[src/rtl/multicycle_ctrl.sv]
// Multi-cycle MIPS-style control FSM with an instruction counter.
// Optional feature: define MCTRL_MEMWAIT_EN so FETCH/MEMACC wait for mem_ready.
module multicycle_ctrl (
  input  logic        clk,
  input  logic        rst,
  input  logic [5:0]  OpCode,
  input  logic [5:0]  funct,
  input  logic        Zero,
  input  logic        mem_ready,
  output logic        PCWr,
  output logic        PCWrCond,
  output logic [1:0]  PCSrc,
  output logic        IRWr,
  output logic        MemR,
  output logic        MemW,
  output logic        RegW,
  output logic        Mem2R,
  output logic [1:0]  RegDst,
  output logic [1:0]  AluPhase,
  output logic [2:0]  state,
  output logic        instr_done,
  output logic        illegal,
  output logic [31:0] instr_cnt
);

  typedef enum logic [2:0] {
    S_FETCH  = 3'd0,
    S_DECODE = 3'd1,
    S_EXEC   = 3'd2,
    S_MEMACC = 3'd3,
    S_WB     = 3'd4,
    S_BRANCH = 3'd5,
    S_JUMP   = 3'd6
  } state_e;

  state_e      state_q, state_d;
  logic [31:0] cnt_q, cnt_d;
  logic        mem_done_s;
  logic        is_rtype_s, is_ralu_s, is_jr_s, is_itype_s, is_lw_s, is_sw_s;
  logic        is_beq_s, is_bne_s, is_j_s, is_jal_s;

`ifdef MCTRL_MEMWAIT_EN
  assign mem_done_s = mem_ready;
`else
  logic unused_mem_ready_s;
  assign unused_mem_ready_s = mem_ready;
  assign mem_done_s = 1'b1;
`endif

  assign is_rtype_s = (OpCode == 6'b000000);
  assign is_jr_s    = is_rtype_s && (funct == 6'b001000);
  assign is_lw_s    = (OpCode == 6'b100011);
  assign is_sw_s    = (OpCode == 6'b101011);
  assign is_beq_s   = (OpCode == 6'b000100);
  assign is_bne_s   = (OpCode == 6'b000101);
  assign is_j_s     = (OpCode == 6'b000010);
  assign is_jal_s   = (OpCode == 6'b000011);

  always_comb begin
    is_ralu_s = 1'b0;
    if (is_rtype_s) begin
      case (funct)
        6'b100001, 6'b100000, 6'b100011, 6'b100010, 6'b101010,
        6'b000000, 6'b000010, 6'b000011, 6'b100100, 6'b100101: is_ralu_s = 1'b1;
        default: is_ralu_s = 1'b0;
      endcase
    end else begin
      is_ralu_s = 1'b0;
    end
  end

  always_comb begin
    case (OpCode)
      6'b001101, 6'b001000, 6'b001111, 6'b001010: is_itype_s = 1'b1;
      default:                                    is_itype_s = 1'b0;
    endcase
  end

  always_ff @(posedge clk or posedge rst) begin
    if (rst) begin
      state_q <= S_FETCH;
      cnt_q   <= 32'd0;
    end else begin
      state_q <= state_d;
      cnt_q   <= cnt_d;
    end
  end

  // Strobes are forced low during reset because FETCH would otherwise assert MemR/IRWr/PCWr.
  always_comb begin
    state_d    = state_q;
    PCWr       = 1'b0;
    PCWrCond   = 1'b0;
    PCSrc      = 2'b00;
    IRWr       = 1'b0;
    MemR       = 1'b0;
    MemW       = 1'b0;
    RegW       = 1'b0;
    Mem2R      = 1'b0;
    RegDst     = 2'b00;
    AluPhase   = 2'b00;
    instr_done = 1'b0;
    illegal    = 1'b0;
    if (rst) begin
      state_d = S_FETCH;
    end else begin
      case (state_q)
        S_FETCH: begin
          MemR = 1'b1;
          if (mem_done_s) begin
            IRWr    = 1'b1;
            PCWr    = 1'b1;
            state_d = S_DECODE;
          end else begin
            state_d = S_FETCH;
          end
        end
        S_DECODE: begin
          AluPhase = 2'b01;
          if (is_ralu_s || is_itype_s || is_lw_s || is_sw_s) begin
            state_d = S_EXEC;
          end else if (is_beq_s || is_bne_s) begin
            state_d = S_BRANCH;
          end else if (is_j_s || is_jal_s || is_jr_s) begin
            state_d = S_JUMP;
          end else begin
            illegal    = 1'b1;
            instr_done = 1'b1;
            state_d    = S_FETCH;
          end
        end
        S_EXEC: begin
          AluPhase = 2'b10;
          state_d  = (is_lw_s || is_sw_s) ? S_MEMACC : S_WB;
        end
        S_MEMACC: begin
          MemR = is_lw_s;
          MemW = is_sw_s;
          if (!mem_done_s) begin
            state_d = S_MEMACC;
          end else if (is_lw_s) begin
            state_d = S_WB;
          end else begin
            instr_done = is_sw_s;
            state_d    = S_FETCH;
          end
        end
        S_WB: begin
          RegW       = 1'b1;
          instr_done = 1'b1;
          RegDst     = is_rtype_s ? 2'b00 : 2'b01;
          Mem2R      = is_lw_s;
          state_d    = S_FETCH;
        end
        S_BRANCH: begin
          PCSrc      = 2'b01;
          instr_done = 1'b1;
          PCWrCond   = (is_beq_s && Zero) || (is_bne_s && !Zero);
          state_d    = S_FETCH;
        end
        S_JUMP: begin
          PCWr       = 1'b1;
          instr_done = 1'b1;
          PCSrc      = is_jr_s ? 2'b11 : 2'b10;
          RegW       = is_jal_s;
          RegDst     = is_jal_s ? 2'b10 : 2'b00;
          state_d    = S_FETCH;
        end
        default: state_d = S_FETCH;
      endcase
    end
  end

  assign cnt_d     = instr_done ? (cnt_q + 32'd1) : cnt_q;
  assign state     = state_q;
  assign instr_cnt = cnt_q;

endmodule

[config.mk]
export PLATFORM = sky130hd
export DESIGN_NAME = multicycle_ctrl
export DESIGN_NICKNAME = d
export VERILOG_FILES = /design/src/rtl/multicycle_ctrl.sv
export SDC_FILE = /design/constraint.sdc
export NUM_CORES = 1
export LEC_CHECK = 0
export CORE_MARGIN = 2
export CORE_UTILIZATION = 40
export CTS_CLUSTER_DIAMETER = 60
export DETAILED_ROUTE_END_ITERATION = 6
export PLACE_DENSITY_LB_ADDON = 0.12
export SLEW_MARGIN = 20
export SYNTH_ARGS = -nofsm -noshare
export SYNTH_HDL_FRONTEND = slang
export SYNTH_SLANG_ARGS = --single-unit
[constraint.sdc]
create_clock -name clk -period 7.3 [get_ports clk]
set_input_delay 1.46 -clock clk [delete_from_list [all_inputs] [get_ports clk]]
set_output_delay 1.46 -clock clk [all_outputs]
set_load 0.005 [all_outputs]
==> results.json <==
{
  "placement.io_buffers": 64,
  "timing.reg2reg.setup_slack_ns": 4.74,
  "synthesized_instance_count": 217,
  "rsz0062_at_grt": "false",
  "ys_warn_count": 0,
  "grt_start_max_net_pins": 37,
  "min_hold_slack_ns": 0.477,
  "numCtsBuffers": 5,
  "clock_tree.root_cell": "clkbuf_8",
  "worst-setup-path-type": "in -> out",
  "initial_antenna_violation_count": 0,
  "cts.reportedPaths.clkPinSlew_ns": 0.06,
  "die_h_um": 76.1,
  "post_synth_num_cell_types": 45,
  "cts_resized": 0,
  "period_needed_ns": 5.49,
  "post_synth.cell_area_avg_um2": 9.58,
  "final_hold_viol_count": 0,
  "h-tree-depth": 2,
  "crit_top_cell": "clkdlybuf4s50_1",
  "hold-path-endpoint": "instr_cnt[31]",
  "path_cells": "clkdlybuf4s50_1, nor3_1, a211oi_1, o221ai_1, o32ai_2, clkdlybuf4s50_1",
  "worst_r2r_startpoint": "instr_cnt[6]",
  "cellLeakagePower_nw": 1.20,
  "ant_nets": 0,
  "die_w_um": 76.1,
  "pin_count": 66,
  "whs_path_depth": 1,
  "finalClockSkew_ns": 0.00688,
  "worst_slew_pin_slew_ns": 0.645,
  "clock-sinks": 35,
  "synthXorXnorAreaFrac_pct": 13.9,
  "rr_endpoint": "instr_cnt[22]",
  "effective_utilization_at_floorplan_pct": 41.0,
  "route.vias.total": 1885,
  "fmax_mhz": 182,
  "synth_seq_cells": 35,
  "cts_hold_repair.buffers": 0,
  "gr-total-overflow": 0,
  "ff2ff_path_depth": 6,
  "slowest_stage": "clkdlybuf4s50_1",
  "synth.cell_area_um2": 2080,
  "powerDensity_nw_per_um2": 159,
  "globalplace.congestion": 0.849,
  "die_area_um2": 5790,
  "slew_viol_final": 0,
  "routed_wl_um": 4980,
  "hold_path_class": "reg -> reg",
  "synthesis.nets": 234,
  "cts_tree": "yes",
  "drcViolationCount": 0,
  "num-nets-final": 296,
  "core-area_um2": 5070,
  "worst_ep_required_time_ns": 5.84,
  "postSynth.asyncResetShare_pct": 100,
  "ctsLongestPathBuffers": 2,
  "first_global_vias": 1784,
  "grt_first_pass_wirelength_um": 8680,
  "critical_path.max_stage_delay_ns": 0.68,
  "n_fill_cell": 495,
  "worstPathArrival_ns": 4.03,
  "ys_seq_area_share_pct": 42.1,
  "worstHoldStart": "instr_cnt[31]",
  "grt_use_total_pct": 18.1,
  "synth_edf_count": 0,
  "critical_path_peak_fanout": 9,
  "cts.repair_timing.setup_buffer_count": 0,
  "final.setup.tns_ns": 0,
  "drt-wirelength-per-cell_um": 14.2,
  "max_cap_violations": 0,
  "worst_setup_path_end_kind": "output port",
  "drt_pass1_iterations": 4,
  "share_of_synthesized_cell_area_in_and_or_nand_and_nor_gates_pct": 31.0,
  "area_growth_syn_to_layout_pct": 37.3,
  "detailedPlacementHpwl_um": 3520,
  "standard_cell_row_count": 26,
  "period_share_pct": 75.1,
  "antenna_cells_inserted": 0,
  "critical_path.startpoint_type": "input pin",
  "power.ir.vdd_worst_mv": 0.102,
  "synth_mux_area_share_pct": 0.542,
  "synth_top_family_by_area": "simple AND/OR/NAND/NOR gates",
  "max_slew_margin_pct": 56.9,
  "run_status": "completed",
  "timing.final.setup_violations": 0,
  "detailedRoute.firstIterationViolations": 96,
  "postSynth.topFlopCell": "dfrtp_1",
  "synthesized_area_fraction_occupied_by_ao_oa_aoi_and_oai_cells_pct": 9.27,
  "final_layout_size_suffix_gt1_share_pct": 7.50,
  "worst_skew_pair.late_latency_ns": 0.29,
  "synth-adder-area-share_pct": 0.602,
  "detail_route.vias_per_cell": 5.39
}
cells in the final DEF (no fill, tap or decap), drive strengths merged, types with 3 or more instances in the layout:
| master | instances |
|---|---|
| nor3 | 12 |
| nand4 | 6 |
| clkbuf | 6 |
| or2 | 3 |
| a21oi | 6 |
| nor2 | 21 |
| nand2b | 5 |
| xnor2 | 8 |
| nor2b | 3 |
| nor4 | 9 |
| clkdlybuf4s50 | 64 |
| nand2 | 22 |
| nor4bb | 3 |
| and3 | 3 |
| xor2 | 25 |
| nand3 | 6 |
| nor4b | 6 |
| dfrtp | 35 |
| a31oi | 3 |
power by group:
group          switching, W  internal, W  leakage, nW
Combinational     0.0000491    0.0000498        0.681
Sequential        0.0000168     0.000203        0.477
Clock             0.0000691    0.0000666       0.0412
cell families (layout without fill, tap and decap cells):
family	count (synthesis)	count (layout)
simple gates	113	113
fa+ha+maj	1	1
mux	1	1
flops	35	35
xor+xnor	33	33
buf+inv	12	75
compound gates	22	22
cell type report:
cell class | count | area [um2] | area share, %
clock buffers | 6 | 72.6 | 2.54
clock inverters | 2 | 12.5 | 0.438
inverters | 2 | 7.51 | 0.263
multi-input cells | 170 | 1150 | 40.3
flip-flops and latches | 35 | 876 | 30.7
well taps | 70 | 87.6 | 3.07
repair buffers | 65 | 648 | 22.7
per-stage QoR:
step | utilization [%] | instance area (um2) | total power, W | worst slack, ns | cells
finish | 56.2 | 2850 | 0.000455 | 1.81 | 350
global route | 56.2 | 2850 | 0.000480 | 1.59 | 350
CTS | 56.2 | 2850 | 0.000461 | 1.81 | 350
detailed placement | 54.6 | 2770 | 0.000324 | 1.82 | 342
global placement | 54.6 | 2770 | 0.000321 | 1.83 | 342
floorplan | - | 2080 | 0.000273 | 2.81 | 217
flip-flops by register name, indices dropped and copies added (netlist names):
signal,count
state,3
instr_cnt,32
layer usage:
layer	share of wire [%]	vias to the layer above	GRT usage (%)	wire, um
li1	-	909	-	-
met2	49	46	29.6	2440
met1	45	924	23.7	2230
met4	1.1	0	6.00	53
met5	0	-	0	0
met3	5.0	6	4.27	250
critical path, delay by kind of cell:
family	cells	cell delay, ns
buffers and inverters	2	1.29
AND/OR/NAND/NOR	1	0.11
AO/OA/AOI/OAI	3	1.17
how the worst max path moves through the flow:
stage	start	endpoint
2_1_floorplan	rst	RegDst[0]
3_3_place_gp	OpCode[2]	instr_done
3_5_place_dp	OpCode[0]	instr_done
4_1_cts	OpCode[0]	instr_done
5_1_grt	OpCode[2]	instr_done
6_report	OpCode[0]	instr_done
synth_stat cells, drive strengths merged, types with 2 or more instances:
| library cell | instances | area [um2] |
|---|---|---|
| nand3 | 6 | 30.0 |
| and4 | 2 | 17.5 |
| or3b | 2 | 17.5 |
| nand2 | 22 | 82.6 |
| or2 | 3 | 18.8 |
| a211oi | 2 | 15.0 |
| nor2b | 3 | 18.8 |
| dfrtp | 35 | 876 |
| or4b | 2 | 23.8 |
| a2111oi | 2 | 23.8 |
| a31oi | 3 | 18.8 |
| nor4 | 9 | 56.3 |
| inv | 2 | 7.51 |
| nor4bb | 3 | 30.0 |
| nor3 | 12 | 60.1 |
| a21oi | 6 | 41.3 |
| nor2 | 21 | 78.8 |
| nor3b | 2 | 15.0 |
| xnor2 | 8 | 70.1 |
| buf | 2 | 15.0 |
| a21boi | 2 | 15.0 |
| nand2b | 5 | 31.3 |
| or3 | 2 | 17.5 |
| nand4 | 6 | 37.5 |
| and3 | 3 | 18.8 |
| xor2 | 25 | 219 |
| nor4b | 6 | 52.6 |
| clkbuf | 8 | 30.0 |
No activity file was read; power rests on OpenSTA's default activity.
